**config.mk**
```make
export PLATFORM = sky130hd
export DESIGN_NAME = ex_stage
export DESIGN_NICKNAME = d
export VERILOG_FILES = /design/src/rtl/ex_pkg.sv /design/src/rtl/ex_divider.sv /design/src/rtl/ex_stage.sv
export SDC_FILE = /design/constraint.sdc
export NUM_CORES = 2
export LEC_CHECK = 0
export BUFFER_PORTS_ARGS = -buffer_cell sky130_fd_sc_hd__buf_2
export CORE_MARGIN = 4
export CORE_UTILIZATION = 60
export CTS_BUF_LIST = sky130_fd_sc_hd__clkbuf_16
export CTS_CLUSTER_SIZE = 8
export DETAILED_ROUTE_END_ITERATION = 10
export PLACE_DENSITY = 0.81
export RECOVER_POWER = 50
export SYNTH_ARGS = -nofsm -noshare
export SYNTH_HDL_FRONTEND = slang
export SYNTH_HIERARCHICAL = 1
export SYNTH_SLANG_ARGS = --single-unit
export TNS_END_PERCENT = 100
```
**constraint.sdc**
```tcl
create_clock -name clk -period 29 [get_ports clk]
set_clock_uncertainty 0.2 [all_clocks]
set_input_delay 5.8 -clock clk [delete_from_list [all_inputs] [get_ports clk]]
set_output_delay 5.8 -clock clk [all_outputs]
set_load 0.01 [all_outputs]
```
**src/rtl/ex_pkg.sv**
```systemverilog
// Shared definitions for the execute stage.
//   XLEN / DIV_STEPS : datapath width and divider quotient bits (kept equal)
//   ALU_*            : ALU function codes, including the divide group 0x0E-0x11
//   ALU_OPA_* / OPB_*: operand mux selects
//   BR_*             : conditional-branch funct3 encodings
//   div_state_t      : divider FSM states
package ex_pkg;
  localparam int XLEN      = 32;
  localparam int DIV_STEPS = 32;

  localparam logic [4:0] ALU_ADD    = 5'h00;
  localparam logic [4:0] ALU_SUB    = 5'h01;
  localparam logic [4:0] ALU_SLT    = 5'h02;
  localparam logic [4:0] ALU_SLTU   = 5'h03;
  localparam logic [4:0] ALU_AND    = 5'h04;
  localparam logic [4:0] ALU_OR     = 5'h05;
  localparam logic [4:0] ALU_XOR    = 5'h06;
  localparam logic [4:0] ALU_SLL    = 5'h07;
  localparam logic [4:0] ALU_SRL    = 5'h08;
  localparam logic [4:0] ALU_SRA    = 5'h09;
  localparam logic [4:0] ALU_MUL    = 5'h0A;
  localparam logic [4:0] ALU_MULH   = 5'h0B;
  localparam logic [4:0] ALU_MULHSU = 5'h0C;
  localparam logic [4:0] ALU_MULHU  = 5'h0D;
  localparam logic [4:0] ALU_DIV    = 5'h0E;
  localparam logic [4:0] ALU_DIVU   = 5'h0F;
  localparam logic [4:0] ALU_REM    = 5'h10;
  localparam logic [4:0] ALU_REMU   = 5'h11;

  localparam logic [1:0] ALU_OPA_IS_REGA = 2'd0;
  localparam logic [1:0] ALU_OPA_IS_PC   = 2'd1;
  localparam logic [1:0] ALU_OPA_IS_ZR   = 2'd2;

  localparam logic [1:0] ALU_OPB_IS_REGB = 2'd0;
  localparam logic [1:0] ALU_OPB_IS_IMM  = 2'd1;
  localparam logic [1:0] ALU_OPB_IS_4    = 2'd2;

  localparam logic [2:0] BR_BEQ  = 3'd0;
  localparam logic [2:0] BR_BNE  = 3'd1;
  localparam logic [2:0] BR_BLT  = 3'd4;
  localparam logic [2:0] BR_BGE  = 3'd5;
  localparam logic [2:0] BR_BLTU = 3'd6;
  localparam logic [2:0] BR_BGEU = 3'd7;

  typedef enum logic [1:0] {IDLE, CALC, DONE} div_state_t;

  function automatic logic is_div_func(input logic [4:0] func);
    return (func == ALU_DIV) || (func == ALU_DIVU) ||
           (func == ALU_REM) || (func == ALU_REMU);
  endfunction
endpackage

```
**src/rtl/ex_divider.sv**
```systemverilog
// Iterative restoring divider (one quotient bit per cycle) with start/busy/done.
//   clk, rst         : clock, async active-low reset (aborts any divide)
//   start            : request a divide this cycle (accepted only in IDLE)
//   is_signed, is_rem: DIV/REM vs DIVU/REMU, quotient vs remainder
//   dividend, divisor: operands, sampled on the issue cycle only
//   busy             : FSM not IDLE
//   stall            : issue cycle plus every CALC cycle
//   done             : DONE state; result is valid
//   result           : signed-fixed quotient or remainder
// Build option EX_DIV_ZERO_FAST_EN: divide-by-zero and signed overflow skip
// CALC and go straight to DONE.
//
// state | meaning
// IDLE  | waiting for start
// CALC  | one restoring step per cycle, count 0..DIV_STEPS-1
// DONE  | result presented for one cycle
module ex_divider
  import ex_pkg::*;
(
  input  logic            clk,
  input  logic            rst,
  input  logic            start,
  input  logic            is_signed,
  input  logic            is_rem,
  input  logic [XLEN-1:0] dividend,
  input  logic [XLEN-1:0] divisor,
  output logic            busy,
  output logic            stall,
  output logic            done,
  output logic [XLEN-1:0] result
);
  localparam int CNT_W = $clog2(DIV_STEPS);
  localparam logic [CNT_W-1:0] CNT_LAST = CNT_W'(DIV_STEPS - 1);
  localparam logic [XLEN-1:0]  INT_MIN  = {1'b1, {(XLEN-1){1'b0}}};

  div_state_t state, state_next;
  logic [CNT_W-1:0] count;
  logic [XLEN-1:0]  quo, rem, dvsr;
  logic             neg_q, neg_r, div_zero, ovf, op_rem;
  logic [XLEN-1:0]  abs_a, abs_b, q_fix, r_fix;
  logic [XLEN:0]    rem_shift, rem_diff;
  logic             rem_ge, start_ok, start_zero, start_ovf, fast;

  // Gating with rst keeps stall low while reset is held, even if a divide
  // is still presented upstream.
  assign start_ok   = start && rst;
  assign abs_a      = (is_signed && dividend[XLEN-1]) ? -dividend : dividend;
  assign abs_b      = (is_signed && divisor[XLEN-1])  ? -divisor  : divisor;
  assign start_zero = (divisor == '0);
  assign start_ovf  = is_signed && (dividend == INT_MIN) && (divisor == '1);

`ifdef EX_DIV_ZERO_FAST_EN
  assign fast = start_zero || start_ovf;
`else
  assign fast = 1'b0;
`endif

  assign rem_shift = {rem, quo[XLEN-1]};
  assign rem_diff  = rem_shift - {1'b0, dvsr};
  assign rem_ge    = (rem_shift >= {1'b0, dvsr});
  assign busy      = (state != IDLE);

  always_comb begin
    state_next = state;
    stall      = 1'b0;
    done       = 1'b0;
    case (state)
      IDLE: if (start_ok) begin
        stall      = 1'b1;
        state_next = fast ? DONE : CALC;
      end
      CALC: begin
        stall = 1'b1;
        if (count == CNT_LAST) state_next = DONE;
      end
      DONE: begin
        done       = 1'b1;
        state_next = IDLE;
      end
      default: state_next = IDLE;
    endcase
  end

  always_ff @(posedge clk or negedge rst) begin
    if (!rst) begin
      state    <= IDLE;
      count    <= '0;
      quo      <= '0;
      rem      <= '0;
      dvsr     <= '0;
      neg_q    <= 1'b0;
      neg_r    <= 1'b0;
      div_zero <= 1'b0;
      ovf      <= 1'b0;
      op_rem   <= 1'b0;
    end else begin
      state <= state_next;
      if (state == IDLE && start_ok) begin
        quo      <= abs_a;
        // A fast-path divide by zero never runs the steps, so |dividend| is
        // preloaded to let the sign fix-up reproduce the dividend.
        rem      <= fast ? abs_a : '0;
        dvsr     <= abs_b;
        count    <= '0;
        neg_q    <= is_signed && (dividend[XLEN-1] ^ divisor[XLEN-1]);
        neg_r    <= is_signed && dividend[XLEN-1];
        div_zero <= start_zero;
        ovf      <= start_ovf;
        op_rem   <= is_rem;
      end else if (state == CALC) begin
        count <= count + CNT_W'(1);
        quo   <= {quo[XLEN-2:0], rem_ge};
        rem   <= rem_ge ? rem_diff[XLEN-1:0] : rem_shift[XLEN-1:0];
      end
    end
  end

  assign q_fix = neg_q ? -quo : quo;
  assign r_fix = neg_r ? -rem : rem;

  // Divide-by-zero remainder needs no special case: r_fix already equals the
  // dividend (the steps leave |dividend| in rem, or it was preloaded).
  always_comb begin
    result = op_rem ? r_fix : q_fix;
    if (div_zero)  result = op_rem ? r_fix : '1;
    else if (ovf)  result = op_rem ? '0 : INT_MIN;
  end
endmodule

```
**src/rtl/ex_stage.sv**
```systemverilog
// Execute stage: operand muxes, single-cycle ALU (incl. multiply), branch and
// jump resolution, and an iterative divider that stalls upstream.
//   clk, rst              : clock, async active-low reset
//   id_ex_*               : ID/EX register contents for the EX instruction
//   ex_alu_result_out     : ALU/divide result, link address for jumps
//   ex_take_branch_out    : redirect fetch this cycle
//   ex_target_pc_out      : redirect target
//   ex_stall_out          : hold IF/ID/ID-EX, bubble into EX/MEM
//   ex_valid_inst_out     : result valid for EX/MEM capture
// Build option EX_DIV_ZERO_FAST_EN (see ex_divider): single-cycle-stall
// handling of divide-by-zero and signed overflow.
module ex_stage
  import ex_pkg::*;
(
  input  logic            clk,
  input  logic            rst,
  input  logic            id_ex_valid_inst,
  input  logic [XLEN-1:0] id_ex_pc,
  input  logic [XLEN-1:0] id_ex_pc_add_opa,
  input  logic [XLEN-1:0] id_ex_ra_value,
  input  logic [XLEN-1:0] id_ex_rb_value,
  input  logic [XLEN-1:0] id_ex_immediate,
  input  logic [1:0]      id_ex_opa_select,
  input  logic [1:0]      id_ex_opb_select,
  input  logic [4:0]      id_ex_alu_func,
  input  logic [2:0]      id_ex_funct3,
  input  logic            id_ex_cond_branch,
  input  logic            id_ex_uncond_branch,
  output logic [XLEN-1:0] ex_alu_result_out,
  output logic            ex_take_branch_out,
  output logic [XLEN-1:0] ex_target_pc_out,
  output logic            ex_stall_out,
  output logic            ex_valid_inst_out
);
  logic [XLEN-1:0]   opa, opb, alu_result, div_result, jump_sum;
  logic [2*XLEN-1:0] mul_a, mul_b, product;
  logic              a_signed, b_signed, br_taken;
  logic              is_div, div_start, div_busy, div_stall, div_done;

  always_comb begin
    case (id_ex_opa_select)
      ALU_OPA_IS_REGA: opa = id_ex_ra_value;
      ALU_OPA_IS_PC:   opa = id_ex_pc;
      default:         opa = '0;
    endcase
    case (id_ex_opb_select)
      ALU_OPB_IS_REGB: opb = id_ex_rb_value;
      ALU_OPB_IS_IMM:  opb = id_ex_immediate;
      ALU_OPB_IS_4:    opb = XLEN'(4);
      default:         opb = '0;
    endcase
  end

  // One 64-bit multiplier; the operand extension picks the signedness.
  assign a_signed = (id_ex_alu_func == ALU_MUL) || (id_ex_alu_func == ALU_MULH) ||
                    (id_ex_alu_func == ALU_MULHSU);
  assign b_signed = (id_ex_alu_func == ALU_MUL) || (id_ex_alu_func == ALU_MULH);
  assign mul_a    = {{XLEN{a_signed & opa[XLEN-1]}}, opa};
  assign mul_b    = {{XLEN{b_signed & opb[XLEN-1]}}, opb};
  assign product  = mul_a * mul_b;

  always_comb begin
    alu_result = '0;
    case (id_ex_alu_func)
      ALU_ADD:    alu_result = opa + opb;
      ALU_SUB:    alu_result = opa - opb;
      ALU_SLT:    alu_result = {{(XLEN-1){1'b0}}, $signed(opa) < $signed(opb)};
      ALU_SLTU:   alu_result = {{(XLEN-1){1'b0}}, opa < opb};
      ALU_AND:    alu_result = opa & opb;
      ALU_OR:     alu_result = opa | opb;
      ALU_XOR:    alu_result = opa ^ opb;
      ALU_SLL:    alu_result = opa << opb[4:0];
      ALU_SRL:    alu_result = opa >> opb[4:0];
      ALU_SRA:    alu_result = $signed(opa) >>> opb[4:0];
      ALU_MUL:    alu_result = product[XLEN-1:0];
      ALU_MULH,
      ALU_MULHSU,
      ALU_MULHU:  alu_result = product[2*XLEN-1:XLEN];
      default:    alu_result = '0;
    endcase
  end

  always_comb begin
    br_taken = 1'b0;
    case (id_ex_funct3)
      BR_BEQ:  br_taken = (id_ex_ra_value == id_ex_rb_value);
      BR_BNE:  br_taken = (id_ex_ra_value != id_ex_rb_value);
      BR_BLT:  br_taken = ($signed(id_ex_ra_value) <  $signed(id_ex_rb_value));
      BR_BGE:  br_taken = ($signed(id_ex_ra_value) >= $signed(id_ex_rb_value));
      BR_BLTU: br_taken = (id_ex_ra_value <  id_ex_rb_value);
      BR_BGEU: br_taken = (id_ex_ra_value >= id_ex_rb_value);
      default: br_taken = 1'b0;
    endcase
  end

  assign jump_sum = id_ex_pc_add_opa + id_ex_immediate;

  assign is_div    = is_div_func(id_ex_alu_func);
  assign div_start = id_ex_valid_inst && is_div && !div_busy;

  ex_divider u_divider (
    .clk       (clk),
    .rst       (rst),
    .start     (div_start),
    .is_signed ((id_ex_alu_func == ALU_DIV) || (id_ex_alu_func == ALU_REM)),
    .is_rem    ((id_ex_alu_func == ALU_REM) || (id_ex_alu_func == ALU_REMU)),
    .dividend  (opa),
    .divisor   (opb),
    .busy      (div_busy),
    .stall     (div_stall),
    .done      (div_done),
    .result    (div_result)
  );

  assign ex_alu_result_out  = is_div ? div_result : alu_result;
  assign ex_take_branch_out = id_ex_valid_inst &&
                              (id_ex_uncond_branch || (id_ex_cond_branch && br_taken));
  assign ex_target_pc_out   = id_ex_uncond_branch ? {jump_sum[XLEN-1:1], 1'b0} : alu_result;
  assign ex_stall_out       = div_stall;
  assign ex_valid_inst_out  = !div_stall && (id_ex_valid_inst || div_done);
endmodule

```
==> results.md <==
- Reg2Reg Setup Slack: about 23,000 ps
- Clock transition at the registers of the reported paths: about 80 ps
- TritonCTS clock tree: done
- Drt total wl: around 270 mm
- GRT overflow: 0
- Slowest stage cell, crit path: fa_1
- Final Critical Period: around 24,000 ps
- DR vias/cell: 6.65
- Req. time, crit path: about 23,000 ps
- PortBufs: 243
- Setup TNS: 0 ps
- Fillers: around 8,300
- CP endpoint kind: primary output
- Seq pwr share: just over 6%
- Async set-or-reset flop fraction in the synthesized netlist: 100%
- Fraction of layout cells with a size suffix above 1: under 10%
- Die width: 323 um
- CP most frequent cell: fa_1
- # nets final: 9,084
- Clock root buffer master: clkbuf_16
- Hold Crit Depth: 2
- DP HPWL: ~210 mm
- Post-synthesis cell area: 59,600 sq um
- Count leader, synth: inv_1
- Comb power frac: between 90% and 100%
- # clock sinks: 108
- Switch share: between 60% and 70%
- Hold WC Path Type: reg2reg
- Top-area cell type share of the netlist area: 38.0%
- Row count: 115
- Yosys top cell by area: fa_1
- Max incr delay on CP: 790 ps
- Ranking of synthesized cells by area: fa_1 (38%), ha_1 (8.6%), inv_1 (8.2%)
- R2r worst-path depth: 6
- WHS Endpoint: u_divider/dvsr[6]$_DFFE_PN0P_
- Clk buf depth: 2
- Post-synth EDFFs: 0
- Startpoint Class: input pin
- Post-synthesis cell type count: 90
- Slew @ Worst Pin: between 4000 and 5000 ps
- Tcrit/Tclk final: 83.4%
- Relative slew slack: -174%
- First-pass DRT Iterations: 9
- Largest net degree at the start of global routing: 86
- Placer congestion estimate: around 1.1
- Starting Density: 60.5%
- Core Area: 98,400 sq um
- CTS buffer count: 9
- Cts repair resizes: 0
- RSZ-0062 raised after global routing: no
- Fin. Hold Viols: 0
- Initial drt markers: roughly 7,300
- Top cells by count, synth: inv_1 (1,305), fa_1 (1,129), nand2_1 (1,065)
- DR vias: 57,700
- Layout area overhead: 4.84%
- Sequential fraction of the synthesis area: 4.54%
- Main synth FF type: dfrtp_1
- Synthesized flop and latch total: 108
- Synth warn: 6
- Clock latency on the worst-skew pair: 370 ps
- H-tree levels: 3
- Syn_area_per_cell: 8.05 sq um
- # IOs: between 200 and 250
- Switch Pwr: around 3.3 mW
- Crit path launch: id_ex_opa_select[0]
- Share of total power in the clock network: 2.4%
- Power Density: 80.7 nW/um^2
- Post-CTS setup repair buffer count: 0
- Status: complete, but fails checks
- First-pass GRT wire length: 391 mm
- Net Count, Synth: 9,114
- Worst Path Arrival: 18,170 ps
- Hold Path Origin: u_divider/dvsr[6]$_DFFE_PN0P_
- Worst r2r src: u_divider/state[0]$_DFFE_PN0P_
- Die area: roughly 100,000 sq um
- LEAKAGE: between 30 and 40 nW
- # setup viols final: 0
- Final ANT Viol Nets: 0
- Gr usage total: 51.7%
- Die Y: roughly 320 um
- Mapped Cells: 7,398
- Initial antenna violation count: 19
- Max Cap Violations: 5
- Pint: approximately 1.7 mW
- Crit Path Max Fanout: 41
- DRC: 0
- Power, Total: 5.04 mW
- Upper clock frequency limit: 41.4 MHz
- # hold bufs at CTS: 0
- Final slew viol count: 301
- Highest ir drop seen on vdd: 151 uV
- Setup CP Type: in2out
- Vias in the first global route: roughly 59,000
- Drt wl/cell: 31.1 um
- R2R Path End: u_divider/dvsr[28]$_DFFE_PN0P_
- Failing checks: max-capacitance violations, max-slew violations
power groups by stage:
stage / registers [mW] / clock network [mW] / logic, mW
2_1_floorplan: 0.266 / 0 / 2.80
3_3_place_gp: 0.302 / 0 / 4.29
3_5_place_dp: 0.304 / 0 / 4.36
4_1_cts: 0.302 / 0.124 / 4.37
5_1_grt: 0.315 / 0.129 / 4.87
6_report: 0.309 / 0.123 / 4.60
per-layer routing:
metal	vias to the layer above	part of all wire, %	GRT usage, %
li1	23500	-	-
met1	27900	34	62.3
met3	1430	16	21.9
met2	4876	40	73.0
met5	-	0.034	0
met4	8	10	40.5
kinds of logic after synthesis:
| family | synth area share [%] |
|---|---|
| DFF | 4.54 |
| muxes | 4.19 |
| AOI/OAI and AO/OA | 13.6 |
| buffers and inverters | 11.2 |
| adders and majority gates | 46.6 |
| xor gates and xnor gates | 3.90 |
| and+or+nand+nor | 16.0 |
layout make-up:
cell class                      instances  area, sq um  area share [%]
Multi-Input combinational cell       5530        50500            80.9
Inverter                             1329         4990            7.99
Sequential cell                       108         2700            4.33
Timing Repair Buffer                  390         2300            3.69
Tap cell                             1287         1610            2.58
Clock buffer                            9          225           0.361
Clock inverter                          7         55.1          0.0882
Antenna cell                           16         40.0          0.0641
critical path: cells and delay by family:
family | cells | cell delay (ps)
AO/OA/AOI/OAI | 7 | 1940
adder cells (fa/ha/maj) | 9 | 4970
buffers and inverters | 10 | 3350
multiplexers | 1 | 310
AND/OR/NAND/NOR | 6 | 1710
how the worst max path moves through the flow:
stage / end / slack (ps) / cells after the start
after global routing: ex_target_pc_out[29] / 4710 / 33
after floorplan: ex_target_pc_out[28] / 7890 / 32
final: ex_target_pc_out[29] / 4830 / 33
after CTS: ex_target_pc_out[29] / 5220 / 33
after global placement: ex_target_pc_out[29] / 5470 / 33
after detailed placement: ex_target_pc_out[29] / 5270 / 33
registers in the layout (all words and copies together), names as in the netlist:
signal and flops:
u_divider/rem 32, u_divider/count 5, u_divider/state 2, u_divider/ovf 1, u_divider/quo 32, u_divider/div_zero 1
u_divider/dvsr 32, u_divider/neg_q 1, u_divider/op_rem 1, u_divider/neg_r 1
cells in the final DEF, fill, tap and decap left out, types with 27 or more instances in the layout:
cell type,count
buf_2,241
a31oi_1,59
o21ai_0,282
o21a_1,37
nor2b_1,37
buf_4,143
inv_1,1305
a21oi_1,348
nand2_1,1065
and3_1,31
nor4_1,36
dfrtp_1,108
xnor2_1,139
xor2_1,126
nand2b_1,40
a211oi_1,62
nand4_1,45
a21o_1,102
ha_1,410
mux2i_1,165
o31ai_1,45
a221oi_1,32
nor3_1,75
or3_1,29
nor2_2,27
nand3_1,82
o211ai_1,29
fa_1,1129
mux2_2,36
nor2_1,657
through the flow:
stage	instance area, sq um	util (%)	hold WS, ps	std cells	worst slack [ps]
finish	62400	63.4	283	8676	4830
global route	62400	63.4	302	8664	4710
CTS	62400	63.4	287	8660	5220
detailed placement	62100	63.1	270	8644	5270
global placement	62100	63.1	264	8644	5470
floorplan	59600	-	249	7398	7890
No activity file was read; power rests on OpenSTA's default activity.
